===== src/rtl/mmffisc_bank.sv =====
// mmffisc_bank: WIDTH-channel bank of configurable scan flip-flops.
// Each channel has 4 config bits (reg_en, init, clr_en, inv) loaded through
// one serial chain; functional outputs stay at 0 until a complete load.
module mmffisc_bank #(
   parameter int WIDTH = 8
) (
   input  logic             clk_i,
   input  logic             srst_i,
   input  logic             cfg_en_i,
   input  logic             cfg_d_i,
   output logic             cfg_q_o,
   output logic             cfg_done_o,
   input  logic             se_i,
   input  logic             si_i,
   output logic             so_o,
   input  logic [WIDTH-1:0] d_i,
   input  logic [WIDTH-1:0] clr_i,
   output logic [WIDTH-1:0] q_o
);

   localparam int CFG_BITS = 4;
   localparam int N        = WIDTH * CFG_BITS;
   localparam int CNT_W    = $clog2(N + 1);
   localparam logic [CNT_W-1:0] CNT_FULL = CNT_W'(N);
   localparam logic [CNT_W-1:0] CNT_ONE  = CNT_W'(1);

   logic [N-1:0]     cfg_q, cfg_d;
   logic [CNT_W-1:0] cnt_q, cnt_d;
   logic [WIDTH-1:0] reg_q, reg_d;

   logic [WIDTH-1:0] reg_en, init_v, clr_en, inv;
   // Scan path: bit 0 is the serial input, bit WIDTH is the last register.
   logic [WIDTH:0]   scan_vec;
   logic             done;

   // Per-channel fields of the flat configuration chain (channel c at c*4+b).
   for (genvar c = 0; c < WIDTH; c++) begin : g_chan
      assign reg_en[c] = cfg_q[c*CFG_BITS + 0];
      assign init_v[c] = cfg_q[c*CFG_BITS + 1];
      assign clr_en[c] = cfg_q[c*CFG_BITS + 2];
      assign inv[c]    = cfg_q[c*CFG_BITS + 3];
   end

   assign scan_vec = {reg_q, si_i};
   assign done     = (cnt_q == CNT_FULL);

   // Config chain shift and load counter; a shift while full restarts at 1.
   always_comb begin
      cfg_d = cfg_q;
      cnt_d = cnt_q;
      if (cfg_en_i) begin
         cfg_d = {cfg_q[N-2:0], cfg_d_i};
         cnt_d = (cnt_q == CNT_FULL) ? CNT_ONE : cnt_q + CNT_ONE;
      end
   end

   // Data register next state: scan, then gated clear, then capture, else hold.
   always_comb begin
      reg_d = reg_q;
      for (int i = 0; i < WIDTH; i++) begin
         if (se_i) begin
            reg_d[i] = scan_vec[i];
         end else if (clr_i[i] && clr_en[i]) begin
            reg_d[i] = init_v[i];
         end else if (reg_en[i]) begin
            reg_d[i] = d_i[i];
         end
      end
   end

   // State registers with synchronous reset; reset also discards a partial load.
   always_ff @(posedge clk_i) begin
      if (srst_i) begin
         cfg_q <= '0;
         cnt_q <= '0;
         reg_q <= '0;
      end else begin
         cfg_q <= cfg_d;
         cnt_q <= cnt_d;
         reg_q <= reg_d;
      end
   end

   assign cfg_q_o    = cfg_q[N-1];
   assign cfg_done_o = done;
   assign so_o       = scan_vec[WIDTH];
   // Bypass channels pass d_i combinationally; outputs are gated until loaded.
   assign q_o        = done ? (((reg_en & reg_q) | (~reg_en & d_i)) ^ inv) : '0;

endmodule


===== config.mk =====
export PLATFORM = sky130hd
export DESIGN_NAME = mmffisc_bank
export DESIGN_NICKNAME = d
export VERILOG_FILES = /design/src/rtl/mmffisc_bank.sv
export SDC_FILE = /design/constraint.sdc
export NUM_CORES = 1
export LEC_CHECK = 0
export CAP_MARGIN = 0
export CELL_PAD_IN_SITES_DETAIL_PLACEMENT = 1
export CELL_PAD_IN_SITES_GLOBAL_PLACEMENT = 1
export CORE_MARGIN = 4
export CORE_UTILIZATION = 35
export CTS_CLUSTER_DIAMETER = 200
export DETAILED_ROUTE_END_ITERATION = 7
export PLACE_DENSITY_LB_ADDON = 0.25
export SYNTH_ARGS = -nofsm -noshare
export SYNTH_HDL_FRONTEND = slang
export SYNTH_SLANG_ARGS = --single-unit

===== constraint.sdc =====
create_clock -name clk_i -period 1.5 [get_ports clk_i]
set_input_delay 0.225 -clock clk_i [delete_from_list [all_inputs] [get_ports clk_i]]
set_output_delay 0.225 -clock clk_i [all_outputs]
set_load 0.02 [all_outputs]

==> metrics, run 1 <==
drt drc=0; share of cells above drive strength 1=23.7%; Setup Viol. Count Final=11; H-tree Lvls=2; synth unique cells=27; die footprint=7380 µm²; Worst setup EP type=output pin; Worst Hold Class=in2reg; XOR/XNOR Fraction of Synth Area=under 10%; CP startpoint kind=flop; outcome=finished, violations left; max_cap viols=0; CTS clk-pin slew, worst paths=0.09 ns; cell area after synthesis=2120 µm²; Final Hold Viols=0; sequential area share after synthesis=43.3%; failing checks=negative setup slack; RePlAce Congestion=between 0.7 and 0.8; leading post-synthesis cells by cell area=dfxtp_1, mux2i_1, nor2_1; Avg WL per Cell=roughly 15 µm; Compound-Gate Fraction of Synth Area=8.36%; core area=between 5000 and 6000 µm²; Post-Synth Adder-Cell Area=1.18%; clock buffer depth=2; top-area cell type share of the netlist area=between 40% and 50%; largest family of logic cells by synthesized area=multiplexers; placed cell area=2820 µm²; vias per cell=4.89; worst-path maximum fanout=10; most common library cells after synthesis=mux2i_1, dfxtp_1, nor2_1; area grow syn2layout=39.1%; post-synth net total=245; vias in the first global route=1915; dpl hpwl=3.76 mm; mux cell area share after synthesis=between 20% and 30%; Slew Limit Headroom=79.1%; syn avg cell area=9.61 µm²; DR pass1 iterations=2; CTS buffer count=5; io pins=33; Detailed Route WL=roughly 5.2 mm; GR Util All Layers=roughly 15%; total grt overflow=0; count leader, synth=mux2i_1; # nets final=306; FF+latch count, synth=46; Req. time, crit path=around 1.3 ns; # rows=28; first-pass GRT wire length=about 9 mm; clock skew=0.0114 ns; hold-fix buffers at CTS=0; Arr. time, crit path=1.72 ns; Starting Density=35.9%; simple-gate area share of the yosys netlist=16.4%; vias=1750; CP Class=reg2out; design area=between 2000 and 3000 µm²; Final period util=130%; leakage=1.26 nW; fmax=513 MHz; Post-synth EDFFs=0; clock tree from TritonCTS=done; area leader, netlist=dfxtp_1; Final ANT Viol Nets=0; Pins Over Slew Limit=0; Synth Instances=221; clk_lat worst skew=approximately 0.30 ns; setup tns final=-3.94 ns; Least-Margin Pin Slew=0.313 ns; diodes inserted=0; Power, Total=0.00245 W; port bufs=32; Root Driver=clkbuf_8; setup slack after layout=-0.449 ns; Die Wd=roughly 86 µm; FFs w/ async S/R, synth=0%; initial antenna violation count=0; PD cells=829 nW/µm²; initial drt markers=51; Setup Slack @ Placement=-0.609 ns; RSZ-0062 raised after global routing=yes; minimum clock period=1.95 ns; Peak VDD IR=0.445 mV; clock sink total=46; top_reg_cell synth=dfxtp_1; largest net degree at the start of global routing=19; die height=85.9 µm; yosys synthesis warning count=0
-- cell families after synthesis --
family | after synthesis
AOI/OAI and AO/OA | 22
xor gates and xnor gates | 10
adders and majority gates | 2
buffers and inverters | 15
DFF | 46
muxes | 49
and+or+nand+nor | 77
-- placed cells by master (no fill, tap or decap), types with 2 or more instances in the layout --
cell / n
mux2i_1: 49
dfxtp_1: 45
nor2_1: 36
buf_4: 32
clkdlybuf4s50_1: 20
nand2_1: 17
xor2_1: 10
buf_6: 9
nor2_4: 8
and3b_1: 8
a211o_1: 8
a21oi_1: 8
clkbuf_8: 6
inv_2: 2
nand3_1: 2
nand4_1: 2
dlygate4sd2_1: 2
buf_12: 2
-- path summary, 6_finish.rpt --
kind                            startpoint   endpoint  slack (ns)  cells past startpoint
worst min-delay path              cfg_en_i   cnt_q[5]        0.23                      2
worst max-delay path              cnt_q[0]     q_o[4]       -0.45                      7
worst min register to register   cfg_q[13]  cfg_q[14]        0.53                      2
worst max register to register    cnt_q[0]   cnt_q[0]       -0.06                      7
-- cell type report --
cell class,count,area [µm²]
Timing Repair Buffer,66,604
Clock buffer,7,86.3
Tap cell,75,93.8
Inverter,3,11.3
Sequential cell,46,925
Multi-Input combinational cell,160,1200
Fill cell,669,2970
Clock inverter,1,30.0
-- worst max-delay path, cell delays in order (launching register included) --
cell     delay, ns
dfxtp_4       0.36
inv_2         0.06
ha_4          0.13
nand2_2       0.04
or4_4         0.43
buf_12        0.18
nor2_4        0.10
buf_6         0.12
-- stage by stage --
| stage | utilization (%) | hold WS [ns] | std cells |
|---|---|---|---|
| global route | 49.9 | 0.223 | 358 |
| floorplan | - | 0.372 | 221 |
| CTS | 49.7 | 0.217 | 357 |
| global placement | 47.6 | 0.504 | 349 |
| detailed placement | 47.6 | 0.517 | 349 |
| finish | 49.9 | 0.227 | 358 |
-- flip-flops by register name, summed over array words and instances, names as in the netlist --
signal  cells
reg_q       8
cnt_q       6
cfg_q      32
-- report_power, final --
part | leakage [nW] | switching (W) | internal (W) | total [W]
combinational | 0.827 | 0.000113 | 0.000124 | 0.000237
sequential | 0.372 | 0.00000706 | 0.00123 | 0.00124
clock | 0.0585 | 0.000429 | 0.000544 | 0.000974
-- routing by layer --
metal / up-vias / GRT usage [%] / wire, µm
met2: 24 / 26.8 / 2680
met3: 9 / 2.98 / 186
met1: 840 / 18.8 / 2300
met4: 0 / 5.76 / 80
met5: - / 0 / 0
li1: 877 / - / -
-- timing repair --
item | CTS | global route
setup buffers | 0 | 1
gates cloned | 0 | 0
endpoints found under the hold margin | 0 | 0
setup endpoints to repair | 12 | 10
gates resized for setup | 56 | 1
(Power assumes the default switching activity.)
==> run 2, diff against run 1 <==
Settings changed: CORE_ASPECT_RATIO set to 1.75.
==> metrics, run 2 (synthesis results as in run 1) <==
outcome=finished, violations left; failing checks=negative setup slack; die footprint=7430 µm² (+0.67%); CP Capture Point=q_o[1]; clk_lat worst skew=0.29 ns (about the same); dpl hpwl=3.85 mm (+2.6%); Starting Density=36.1% (+0.25 points); Reg2Reg Capture Point=cnt_q[0]; clock skew=0.00425 ns (-0.00710 ns); Peak VDD IR=0.664 mV (+49%); leakage=1.26 nW (+0.38%); share of cells above drive strength 1=24.3% (+0.62 points); Least-Margin Pin Slew=0.354 ns (+0.0404 ns); FF-to-FF Start=cnt_q[0]; Setup Viol. Count Final=11 (unchanged); Detailed Route WL=5.14 mm (-1.9%); clock tree from TritonCTS=done; Multi-input gate area=1200 µm² (unchanged); initial drt markers=32 (-37%); vias=1772 (+1.3%); area grow syn2layout=39.7%; Root Driver=clkbuf_8; Top Registers=cfg_q (32), reg_q (8), cnt_q (6); DR pass1 iterations=4 (+2); highest-count cells in the layout ignoring fill and taps=mux2i_1, dfxtp_1, nor2_1; fmax=520 MHz (+1.3%); Pins Over Slew Limit=0 (unchanged); first-pass GRT wire length=8.76 mm (-2.4%); Final period util=128% (-1.7 points); Worst setup EP type=output pin; port bufs=32 (unchanged); worst-path maximum fanout=10 (unchanged); diodes inserted=0 (unchanged); CP startpoint kind=flop; PD cells=760 nW/µm² (-8.3%); largest net degree at the start of global routing=27 (+8); H-tree Lvls=2 (unchanged); Req. time, crit path=1.27 ns (about the same); RSZ-0062 raised after global routing=yes; design area=2970 µm² (+0.42%); sequential cell area=926 µm² (+0.14%); Arr. time, crit path=1.70 ns (-0.02 ns); io pins=33 (unchanged); vias per cell=4.90 (+0.14%); setup slack after layout=-0.424 ns (+0.0249 ns); die height=111 µm (+29%); clock buffer depth=2 (unchanged); Final Hold Viols=0 (unchanged); Die Wd=66.9 µm (-22%); CTS buffer count=5 (unchanged); Final ANT Viol Nets=0 (unchanged); Largest Register=cfg_q; fill count=670 (+0.15%); RePlAce Congestion=0.767 (-0.94%); clock sink total=46 (unchanged); max_cap viols=0 (unchanged); CP Class=reg2out; initial antenna violation count=0 (unchanged); Worst Setup SP=cnt_q[0]; total grt overflow=0 (unchanged); Post-Route Utilization=50.5% (+0.56 points); minimum clock period=1.92 ns (-0.0249 ns); # nets final=307 (+0.33%); GR Util All Layers=15.1% (-0.32 points); max reg flops=32 (unchanged); worst reg2reg setup slack=-0.08 ns (-0.02 ns); Slew Limit Headroom=76.4% (-2.8 points); CTS clk-pin slew, worst paths=0.08 ns (about the same); Setup Slack @ Placement=-0.599 ns (+0.0101 ns); commonest non-fill, non-tap cell in the layout=mux2i_1; vias in the first global route=1865 (-2.6%); placed cell area=2860 µm² (+1.3%); drt drc=0 (unchanged); Worst Hold Class=in2reg; core area=5880 µm² (-0.70%); # rows=37 (+32%); worst reg-to-reg path cell count=7 (unchanged); Avg WL per Cell=14.2 µm (-3.0%); hold slack final=0.353 ns (+0.126 ns)
==> run 2: where the power goes <==
group          switching, W  internal [W]  leakage [nW]  total, W
logic              0.000115      0.000130         0.842  0.000245
registers        0.00000750       0.00123         0.372   0.00124
clock network      0.000400      0.000372        0.0482  0.000773
==> run 2: worst max-delay path, cell delays in order (launching register included) <==
cell and delay, ns:
dfxtp_4 0.35, inv_2 0.06, ha_4 0.13, nand2_2 0.05, or4_4 0.43, buf_12 0.18, nor2_4 0.09, buf_6 0.12
==> run 2: through the flow <==
stage | TNS (ns) | total power [W] | std cells
floorplan | -0.286 | 0.00139 | 221
global placement | -4.99 | 0.00151 | 353
detailed placement | -5.29 | 0.00151 | 353
CTS | -4.03 | 0.00230 | 362
global route | -4.51 | 0.00237 | 362
finish | -3.85 | 0.00226 | 362
==> run 2: layout make-up <==
type                    instances  area share, %
multi-input cells             160           40.6
flip-flops and latches         46           31.2
repair buffers                 67           21.5
well taps                      78           3.29
clock buffers                   7           2.91
inverters                       3          0.379
clock inverters                 1          0.169
==> run 2: how the worst min path moves through the flow <==
stage / endpoint / startpoint / slack [ns] / cells after the start
floorplan: cfg_q[0] / cfg_d_i / 0.37 / 2
finish: cnt_q[5] / cfg_en_i / 0.35 / 4
global placement: cfg_q[25] / cfg_q[25] / 0.50 / 2
detailed placement: cfg_q[5] / cfg_q[5] / 0.51 / 2
CTS: cnt_q[5] / cfg_en_i / 0.35 / 4
global route: cnt_q[5] / cfg_en_i / 0.38 / 4
==> run 2: metal layers <==
metal | vias up | share of wire, % | wire [µm] | GRT usage [%]
li1 | 878 | - | - | -
met1 | 865 | 39 | 2020 | 16.9
met2 | 25 | 57 | 2950 | 28.2
met3 | 4 | 2.3 | 116 | 2.54
met4 | 0 | 1.1 | 55 | 4.07
met5 | - | 0 | 0 | 0
==> run 2: what timing repair did <==
| action | CTS | global route |
|---|---|---|
| gates resized for setup | 56 | 2 |
| hold buffers | 0 | 0 |
| setup endpoints to repair | 12 | 11 |
| buffers inserted | 1 | 0 |
==> run 3, diff against run 2 <==
Settings changed: CORE_MARGIN 4 to unset, CTS_CLUSTER_SIZE set to 14, SETUP_SLACK_MARGIN set to 0.3.
==> metrics, run 3 (synthesis results as in run 1) <==
outcome=finished, violations left; failing checks=negative setup slack; vias per cell=4.94 (+0.97%); Req. time, crit path=1.27 ns (about the same); die footprint=6400 µm² (-14%); Final period util=131% (+2.3 points); max reg flops=32 (unchanged); switching share of total power=22.7% (-0.46 points); Detailed Route WL=5.23 mm (+1.6%); fill count=699 (+4.3%); minimum clock period=1.96 ns (+0.0343 ns); Worst Setup SP=cnt_q[0]; Die Wd=60.9 µm (-9.0%); vias=1804 (+1.8%); Arr. time, crit path=1.73 ns (+0.03 ns); RSZ-0062 raised after global routing=yes; fmax=511 MHz (-1.8%); RePlAce Congestion=0.729 (-4.9%); Comb power frac=11.0% (+0.2 points); commonest non-fill, non-tap cell in the layout=mux2i_1; hold slack final=0.325 ns (-0.0275 ns); clk_lat worst skew=0.30 ns (about the same); Final Hold Viols=0 (unchanged); Setup Viol. Count Final=11 (unchanged); clock buffer depth=2 (unchanged); Clk network pwr share=37.8% (+3.6 points); worst reg-to-reg path cell count=8 (+1); design area=3060 µm² (+3.2%); Cell Int Power=0.00187 W (+8.1%); GR Util All Layers=18.2% (+3.1 points); vias in the first global route=1990 (+6.7%); CTS clk-pin slew, worst paths=0.09 ns (about the same); FF-to-FF Start=cnt_q[0]; H-tree Lvls=2 (unchanged); PD cells=792 nW/µm² (+4.2%); Flop pwr share=51.1% (-3.8 points); Pins Over Slew Limit=0 (unchanged); CP Class=reg2out; Slew Limit Headroom=81.9% (+5.5 points); clock tree from TritonCTS=done; port bufs=32 (unchanged); first-pass GRT wire length=8.80 mm (+0.47%); diodes inserted=0 (unchanged); core area=5880 µm² (unchanged); initial drt markers=22 (-31%); Worst setup EP type=output pin; Worst Hold Class=in2reg; Final ANT Viol Nets=0 (unchanged); # nets final=310 (+0.98%); placed cell area=2870 µm² (+0.61%); Root Driver=clkbuf_8; max_cap viols=0 (unchanged); CP startpoint kind=flop; sequential cell area=926 µm² (unchanged); largest net degree at the start of global routing=28 (+3.7%); Peak VDD IR=0.614 mV (-7.6%); Least-Margin Pin Slew=0.272 ns (-0.0818 ns); area grow syn2layout=44.1%; worst-path maximum fanout=3 (-7); setup tns final=-4.09 ns (-0.245 ns); clock sink total=46 (unchanged); Hold Path Depth=3 (-1); Multi-input gate area=1230 µm² (+1.8%); Top Registers=cfg_q (32), reg_q (8), cnt_q (6); DR pass1 iterations=4 (unchanged); total grt overflow=0 (unchanged); Largest Register=cfg_q; setup slack after layout=-0.459 ns (-0.0343 ns); initial antenna violation count=0 (unchanged); clock skew=0.00813 ns (+0.00389 ns); Post-Route Utilization=52.1% (+1.6 points); drt drc=0 (unchanged); Hold Crit Start=cfg_en_i; # rows=37 (unchanged); CTS buffer count=5 (unchanged); highest-count cells in the layout ignoring fill and taps=mux2i_1, dfxtp_1, nor2_1; Net Sw Power=0.000551 W (+5.4%); hold-fix buffers at CTS=0 (unchanged); die height=105 µm (-5.4%); Starting Density=36.1% (unchanged); Avg WL per Cell=14.3 µm (+0.80%); io pins=33 (unchanged); leakage=1.29 nW (+2.1%); Power, Total=0.00243 W (+7.5%); share of cells above drive strength 1=27.2% (+2.9 points); dpl hpwl=3.91 mm (+1.5%)
==> run 3: what timing repair did <==
item                       CTS  global route
buffers inserted             3             2
gates resized for setup     66             7
setup endpoints to repair   14            13
pin swaps                    3             7
==> run 3: per-stage QoR <==
step,setup slack [ns],std cells
3_5_place_dp,-0.611,352
3_3_place_gp,-0.574,352
6_report,-0.459,365
4_1_cts,-0.463,363
2_1_floorplan,-0.0347,221
5_1_grt,-0.501,365
==> run 3: layer usage <==
metal,part of all wire [%],global-route usage [%],vias up,routed length (µm)
li1,-,-,888,-
met1,37,17.3,884,1940
met2,59,36.0,26,3110
met3,2.1,3.22,6,109
met4,1.3,5.84,0,68
met5,0,0,-,0
==> run 3: area by class of cell <==
class                      instances  share of cell area, %
inverter                           3                  0.450
multi-input combinational        160                   40.0
timing repair buffer              70                   22.5
clock buffer                       6                   2.37
tap                               78                   3.19
sequential                        46                   30.2
clock inverter                     2                   1.23
==> run 3: power by group through the flow <==
stage | clock network, W | logic (W) | registers [W]
after global placement | 0 | 0.000243 | 0.00127
after global routing | 0.000985 | 0.000288 | 0.00124
after detailed placement | 0 | 0.000248 | 0.00127
after CTS | 0.000954 | 0.000264 | 0.00124
after floorplan | 0 | 0.000118 | 0.00127
final | 0.000918 | 0.000267 | 0.00124
==> run 3: worst paths after layout <==
path,end,slack (ns)
max,q_o[0],-0.46
min reg2reg,cfg_q[29],0.52
max reg2reg,cnt_q[5],-0.06
min,cfg_q[0],0.33
==> run 3: critical path, stage by stage (launching register included) <==
cell     delay (ns)
dfxtp_4        0.36
inv_4          0.05
ha_4           0.13
nand2_2        0.05
or4_4          0.46
buf_12         0.16
nor2_4         0.11
buf_6          0.12
